[src/rtl/ripple_carry_adder.sv]
// WIDTH-bit ripple-carry adder assembled from 1-bit full-adder cells.
// Registers the sum, the MSB carry-out and the carry into the MSB.

module full_adder (
    input  logic x,
    input  logic y,
    input  logic cin,
    output logic sum,
    output logic cout
);
    logic p;

    assign p    = x ^ y;
    assign sum  = p ^ cin;
    assign cout = (x & y) | (cin & p);
endmodule

module ripple_carry_adder #(
    parameter int WIDTH = 32
) (
    input  logic             clk,
    input  logic             rst,
    input  logic             in_valid,
    input  logic [WIDTH-1:0] a,
    input  logic [WIDTH-1:0] b,
    input  logic             ci,
    output logic [WIDTH-1:0] s,
    output logic             co,
    output logic             last_ci,
    output logic             out_valid
);
    logic [WIDTH-1:0] sum;
    logic             carry_msb;
    logic             carry_into_msb;

    // Each cell owns its carry-out net; the next cell picks it up by
    // reference, so the chain is a strict ripple with no shared vector.
    for (genvar i = 0; i < WIDTH; i++) begin : g_fa
        logic cin;
        logic cout;
        logic sbit;

        if (i == 0) begin : g_first
            assign cin = ci;
        end else begin : g_rest
            assign cin = g_fa[i-1].cout;
        end

        full_adder u_fa (
            .x    (a[i]),
            .y    (b[i]),
            .cin  (cin),
            .sum  (sbit),
            .cout (cout)
        );

        assign sum[i] = sbit;
    end

    assign carry_msb      = g_fa[WIDTH-1].cout;
    assign carry_into_msb = g_fa[WIDTH-1].cin;

    always_ff @(posedge clk) begin
        if (!rst) begin
            s         <= '0;
            co        <= 1'b0;
            last_ci   <= 1'b0;
            out_valid <= 1'b0;
        end else if (in_valid) begin
            s         <= sum;
            co        <= carry_msb;
            last_ci   <= carry_into_msb;
            out_valid <= 1'b1;
        end else begin
            out_valid <= 1'b0;
        end
    end
endmodule

[config.mk]
export PLATFORM = sky130hd
export DESIGN_NAME = ripple_carry_adder
export DESIGN_NICKNAME = d
export VERILOG_FILES = /design/src/rtl/ripple_carry_adder.sv
export SDC_FILE = /design/constraint.sdc
export NUM_CORES = 1
export LEC_CHECK = 0
export BUFFER_PORTS_ARGS = -buffer_cell sky130_fd_sc_hd__buf_2
export CORE_MARGIN = 2
export CORE_UTILIZATION = 45
export CTS_CLUSTER_DIAMETER = 100
export DETAILED_ROUTE_END_ITERATION = 7
export HOLD_SLACK_MARGIN = 0.02
export PLACE_DENSITY = 0.8
export SLEW_MARGIN = 15
export SYNTH_ARGS = -nofsm -noshare
export SYNTH_HDL_FRONTEND = slang
export SYNTH_SLANG_ARGS = --single-unit
[constraint.sdc]
create_clock -name clk -period 17.6 [get_ports clk]
set_clock_uncertainty 0.15 [all_clocks]
set_input_delay 0.88 -clock clk [delete_from_list [all_inputs] [get_ports clk]]
set_output_delay 0.88 -clock clk [all_outputs]
set_load 0.02 [all_outputs]
Word-level counts from Yosys, hierarchy flattened. Index checks and enable logic that the tools add are counted.

Multiplexer cells: 1. Bitwise operators: 160.

Operators with widths (count): bitwise AND 1 bit (64); bitwise XOR 1 bit (64); bitwise OR 1 bit (32); two-way mux 1 bit (1).

Register bits after elaboration: 35. Word-level logic and storage cells: 165. Output and inout bits: 35. Bits of input ports: 68.

Depth between registers and ports, before layout. Gate-level depths: netlist (run 1).

Depth in word-level cells: 65. Gate-level depth with buffers: 38.

Hierarchy. A second synthesis (run 1) with hierarchy kept.

Cells, all modules: 143. Area total of the unflattened synthesis: 1983.2 µm².

By module, submodules not included: ripple_carry_adder (cells an instance 111, area an instance 1342.5 µm², instances 1); full_adder (cells an instance 1, area an instance 20.0 µm², instances 32).

Worst setup path before layout (run 1). OpenSTA, ideal clock, no wires.

Path kind: input to register. From: input a[0]. To: register s[31]. Arrival time: 13004 ps. Path buffers: 0. Library setup time: 116 ps. Stages on the path: 38. Path slack: 4330 ps. Path through: fa_1 > fa_1 > fa_1 > fa_1 > fa_1 > fa_1 > fa_1 > fa_1 > fa_1 > inv_1 > fa_1 > inv_1 > fa_1 > fa_1 > fa_1 > fa_1 > fa_1 > fa_1 > (+2 left out) > fa_1 > fa_1 > fa_1 > fa_1 > fa_1 > fa_1 > fa_1 > fa_1 > fa_1 > fa_1 > fa_1 > fa_1 > inv_1 > fa_1 > inv_1 > fa_1 > mux2i_1 > nor2b_1.

Word-level cells in the longest chain between the ends: 64.

RTL lines: start, declared (RTL line 24) `input logic [WIDTH-1:0] a,`; bitwise XOR 1 bit (RTL line 13) `assign p = x ^ y;`; bitwise AND 1 bit (RTL line 15) `assign cout = (x & y) | (cin & p);`; bitwise OR 1 bit * (RTL line 15); bitwise AND 1 bit * (RTL line 15); bitwise OR 1 bit * (RTL line 15); bitwise AND 1 bit * (RTL line 15); bitwise OR 1 bit * (RTL line 15); bitwise AND 1 bit * (RTL line 15); (+50 left out); bitwise OR 1 bit * (RTL line 15); bitwise AND 1 bit * (RTL line 15); bitwise OR 1 bit * (RTL line 15); bitwise AND 1 bit * (RTL line 15); bitwise OR 1 bit * (RTL line 15); net carry_into_msb (RTL line 34) `logic carry_into_msb;`; bitwise XOR 1 bit * (RTL line 14) `assign sum = p ^ cin;`; net g_fa[31].sbit (RTL line 41) `logic sbit;`; end signal, assigned (RTL line 70) `s <= sum;`; end, declared (RTL line 27) `output logic [WIDTH-1:0] s,`.

Mark *: on every way through the listed nets, which the timed path passes. The rest lies on a longest branch. A chain may end at the register's enable or synchronous reset.

Worst setup path in the final report (run 1). Same ends and word-level chain as after synthesis.

==> results of run 1 <==
through the flow:
step	worst slack [ps]	hold slack, ps	utilization
finish	3880	330	0.605
global route	3370	351	0.605
CTS	3820	332	0.605
detailed placement	3560	315	0.582
global placement	3780	312	0.582
floorplan	4330	439	-
report_power, final:
group | leakage (uW) | internal, uW | switching [uW] | total [uW]
Clock | 0.0000515 | 35.7 | 27.4 | 63.0
Combinational | 0.000992 | 28.9 | 34.3 | 63.2
Sequential | 0.000289 | 87.9 | 3.89 | 91.8
flip-flops by register name (all words and copies together), names as in the netlist:
register / flops
last_ci: 1
co: 1
out_valid: 1
s: 32
Yosys cell counts:
| cell | n |
|---|---|
| clkbuf_1 | 3 |
| nor2b_1 | 31 |
| and2_1 | 1 |
| mux2i_1 | 31 |
| inv_1 | 8 |
| buf_12 | 2 |
| o211a_1 | 3 |
| fa_1 | 32 |
| dfxtp_1 | 35 |
| buf_2 | 1 |
| buf_6 | 1 |
| nand2_1 | 3 |
cell type report:
class	count	area [um2]	share of cell area
multi-input combinational	101	1190	0.459
sequential	35	701	0.270
timing repair buffer	102	510	0.196
clock buffer	8	100	0.0385
tap	52	65.1	0.0250
inverter	8	30.0	0.0116
how the worst max path moves through the flow:
stage / start / to / slack, ps
floorplan: a[0] / s[31] / 4330
global placement: a[0] / s[31] / 3780
detailed placement: a[0] / s[31] / 3560
CTS: a[0] / s[31] / 3820
global route: a[0] / s[31] / 3370
finish: a[0] / s[31] / 3880
critical path: cells and delay by family:
family                     cells  cell delay [ps]
adders and majority gates     32            12290
muxes                          1              140
and+or+nand+nor                1               60
buffers and inverters          5              360
per-layer routing:
| layer | up-vias | global-route usage | wire, um |
|---|---|---|---|
| met2 | 60 | 0.285 | 1960 |
| met4 | 0 | 0.0705 | 72 |
| met3 | 8 | 0.0476 | 321 |
| met1 | 678 | 0.205 | 1510 |
| met5 | - | 0 | 0 |
| li1 | 683 | - | - |
logic make-up after synthesis:
kind of cell               Yosys count
DFF                                 35
AOI/OAI and AO/OA                    3
buffers and inverters               15
adders and majority gates           32
muxes                               31
and+or+nand+nor                     35
==> impl_metrics.toml, run 1 <==
[outcome]
status = "completed"

[finish]
diodes = 0
drive_gt1_frac = 0.429
num-nets-final = 353
final_common_cell = "buf_2"
area_growth_pct = 30.5
finish.instance_area_um2 = 2600
final_cell_mix = "buf_2 (102), dfxtp_1 (35), fa_1 (32)"
num-fill-cells = 392
finalNonFillerCells = 306

[yosys]
synthMuxAreaShare = 0.156
synth-seq-cells = 35
syn_inst = 151
synth-compound-area-share = 0.0151
synth_warnings = 0
synthTopCellsByArea = "dfxtp_1 (35%), fa_1 (32%), mux2i_1 (16%)"
synthXorXnorAreaFrac = 0
synth_top_family_by_area = "adder cells"
syn_nets = 251
yosysTopAreaCell = "dfxtp_1"
avgSynthCellArea_um2 = 13.2
ys_types = 12
syn_area_um2 = 1990
ys_seq_area_frac = 0.352
synth_fa_ha_area_frac = 0.322
yosysTopAreaCellShare = 0.352
yosys.area_share.simple = 0.106

[detailed_routing]
drtPass1Iterations = 2
routed_wl_um = 3850
vias = 1429
ant_nets = 0
drt_iter0_markers = 35
viasPerCell = 4.67
avgRoutedWirePerCell_um = 12.6
drc = 0

[global_routing]
first_global_vias = 1449
grt_pass1_wl_um = 6610
grt_remaining_overflow = 0
antenna_found_initial = 0
grt_use_total = 0.170
grt_max_degree = 39

[worst_setup_path]
r2r_cells = 2
r2r-start = "s[15]"
cp_slowest_stage_delay_ps = 430
crit_arrival_ps = 13750
reg2reg_slack_ps = 16810
cp-end-kind = "flip-flop"
crit_path_start_kind = "primary input"
cp_max_fo = 2
cp.required_ps = 17630
crit_path_top_delay_cell = "fa_1"
critPathKind = "primary input to flip-flop"
crit_path_frequent_cell = "fa_1"
reg2reg_to = "s[15]"

[power]
powerDensity_nw_per_um2 = 83.9
ir_drop_v = 0.0000417
power_leakage_uw = 0.00133
power_uw = 218

[cts]
cts_max_level = 2
cts-resized-gates = 0
cts_root_buf = "clkbuf_8"
cts_tree = "built"
ctsHoldBuffers = 0
clockBufferDepth = 2
clock_sinks = 35
clk_pin_slew_ps = 70
cts_made_buffers = 5
clk_latency_ps = 280
cts_setup_buffers = 0

[floorplan]
fp-row-count = 24
die_h_um = 70.5
core_area_um2 = 4290
start_util = 0.464
die_w_um = 70.5
die-area_um2 = 4970
pin_count = 103

[placed_design]
placed_cell_area_um2 = 2500
portBuffers = 102
finalWeightedCongestion = 0.755
hpwl_um = 3050
dp.cells = 298

[sta]
tightestPinTransition_ps = 1030
hold_viol_final = 0
timing.fmax_mhz = 72.9
timing.final.crit_share = 0.780
slew_viol_final = 0
setup_viol = 0
fin_crit_ps = 13720
setup_tns_ps = 0
slew_headroom = 0.316
rsz0062_at_grt = "false"

[min_path]
hold_depth = 1
worstHoldPathType = "flip-flop to flip-flop"
hold_end = "s[30]"
hold_start = "s[30]"

[flow_run]
drv_cap = 0
Note: power is estimated with default switching activity, not from simulation.
==> run 2, diff against run 1 <==
CORE_UTILIZATION = 41   (was 45)
PLACE_DENSITY = 0.76   (was 0.8)
clock period = 11.72 ns   (was 17.6 ns; I/O delays follow)
==> run 2 against run 1 <==
  * The flow now finishes with violations (negative setup slack)
  * Utilization decreased by 3.4 points
  * Critical path depth unchanged
  * Design area rose by 3.1%
  * Combinational power increased by 58%
  * Hold slack improved by 3.2 ps
  * Register-to-register slack got worse by 5900 ps
  * Critical path type unchanged
  * Critical endpoint unchanged
  * Largest cell class unchanged
==> impl_metrics.toml, run 2 (synthesis results as in run 1) <==
[detailed_routing]
drt_iter0_markers = 34
drtPass1Iterations = 2
viasPerCell = 4.55
vias = 1401
routed_wl_um = 3890
avgRoutedWirePerCell_um = 12.6
drc = 0
ant_nets = 0

[outcome]
status = "complete, but fails checks"
violations = "negative setup slack"

[min_path]
worstHoldPathType = "flip-flop to flip-flop"
hold_depth = 1
hold_end = "s[30]"
hold_start = "s[30]"

[floorplan]
die_w_um = 73.7
die_h_um = 73.7
start_util = 0.424
pin_count = 103
core_area_um2 = 4690
die-area_um2 = 5430
fp-row-count = 25

[sta]
slew_viol_final = 0
worst_slack_ps = -328
timing.final.crit_share = 1.03
timing.fmax_mhz = 83.0
tightestPinTransition_ps = 1040
setup_viol = 3
slew_headroom = 0.308
hold_viol_final = 0
fin_crit_ps = 12050
rsz0062_at_grt = "true"
timing.hold.ws_ps = 333
setup_tns_ps = -614

[finish]
num-nets-final = 354
area_growth_pct = 34.6
diodes = 0
largest_reg_flops = 32
regMostFlops = "s"
num-fill-cells = 405
finish.instance_area_um2 = 2680
drive_gt1_frac = 0.571
final_cell_mix = "buf_2 (101), dfxtp_1 (35), mux2i_1 (31), nor2b_1 (31), fa_2 (31)"
finalNonFillerCells = 308
final_common_cell = "buf_2"

[power]
power.internal_uw = 225
power_uw = 324
power_leakage_uw = 0.00131
p_comb_frac = 0.307
clockPowerShare = 0.267
power_switching_uw = 99.4
ir_drop_v = 0.0000611
powerDensity_nw_per_um2 = 121
sw_frac_of_total = 0.307
p_seq_frac = 0.425

[cts]
cts_max_level = 2
clk_pin_slew_ps = 70
clockBufferDepth = 2
cts_tree = "built"
clk_latency_ps = 280
cts_made_buffers = 5
ctsHoldBuffers = 0
cts_root_buf = "clkbuf_8"
clock_sinks = 35

[placed_design]
hpwl_um = 3030
placed_cell_area_um2 = 2580
dp.cells = 300
finalWeightedCongestion = 0.691
portBuffers = 102

[worst_setup_path]
cp_max_fo = 2
critPathKind = "primary input to flip-flop"
crit_start = "a[0]"
crit_path_top_delay_cell = "fa_1"
r2r-start = "s[10]"
cp_slowest_stage_delay_ps = 430
cp-end-kind = "flip-flop"
crit_path_start_kind = "primary input"
crit_path_frequent_cell = "fa_2"
reg2reg_slack_ps = 10920
cp.required_ps = 11750
reg2reg_to = "s[10]"
r2r_cells = 2
crit_arrival_ps = 12070

[global_routing]
antenna_found_initial = 0
grt_max_degree = 39
first_global_vias = 1441
grt_remaining_overflow = 0
grt_use_total = 0.152
grt_pass1_wl_um = 6260

[flow_run]
drv_cap = 0
-- run 2: cell count changes in the layout (fill, tap and decap cells not counted), moves of 4 or more --
cell   change
inv_1      -4
inv_2      +4
fa_2      +31
fa_1      -31
-- run 2: critical path, delay by kind of cell --
kind / cells / cell delay, ps
adders and majority gates: 32 / 10990
buffers and inverters: 5 / 290
muxes: 1 / 140
and+or+nand+nor: 1 / 60
-- run 2: stage by stage --
step	setup slack, ps	utilization
final	-328	0.571
after global routing	-656	0.571
after CTS	-359	0.571
after detailed placement	-648	0.549
after global placement	-543	0.549
after floorplan	-159	-
-- run 2: power groups by stage --
stage / sequential (uW) / clock [uW] / combinational [uW]
floorplan: 156 / 0 / 46.1
finish: 138 / 86.7 / 99.6
global route: 139 / 95.4 / 113
detailed placement: 140 / 0 / 100
CTS: 138 / 90.6 / 102
global placement: 140 / 0 / 97.3
-- run 2: final cells by class --
type / count / area [um2] / area share
clock buffers: 6 / 82.6 / 0.0308
clock inverters: 1 / 5.00 / 0.00187
inverters: 8 / 30.0 / 0.0112
multi-input cells: 101 / 1270 / 0.474
flip-flops and latches: 35 / 701 / 0.261
well taps: 54 / 67.6 / 0.0252
repair buffers: 103 / 524 / 0.196
-- run 2: how the worst max path moves through the flow --
stage,endpoint,slack [ps],cells after the start
floorplan,s[31],-160,38
global placement,s[31],-540,39
detailed placement,s[31],-650,39
CTS,s[31],-360,39
global route,s[31],-660,39
finish,s[31],-330,39
-- run 2: timing repair --
item,4_1_cts,5_1_grt
resized for setup,4,0
setup buffers,1,0
setup endpoints to repair,3,5
-- run 2: per-layer routing --
metal / share of wire / up-vias / wire length (um) / GRT usage
met4: 0.0046 / 0 / 18 / 0.0424
met3: 0.12 / 2 / 449 / 0.0796
li1: - / 681 / - / -
met1: 0.43 / 647 / 1670 / 0.189
met5: 0 / - / 0 / 0
met2: 0.45 / 71 / 1750 / 0.231
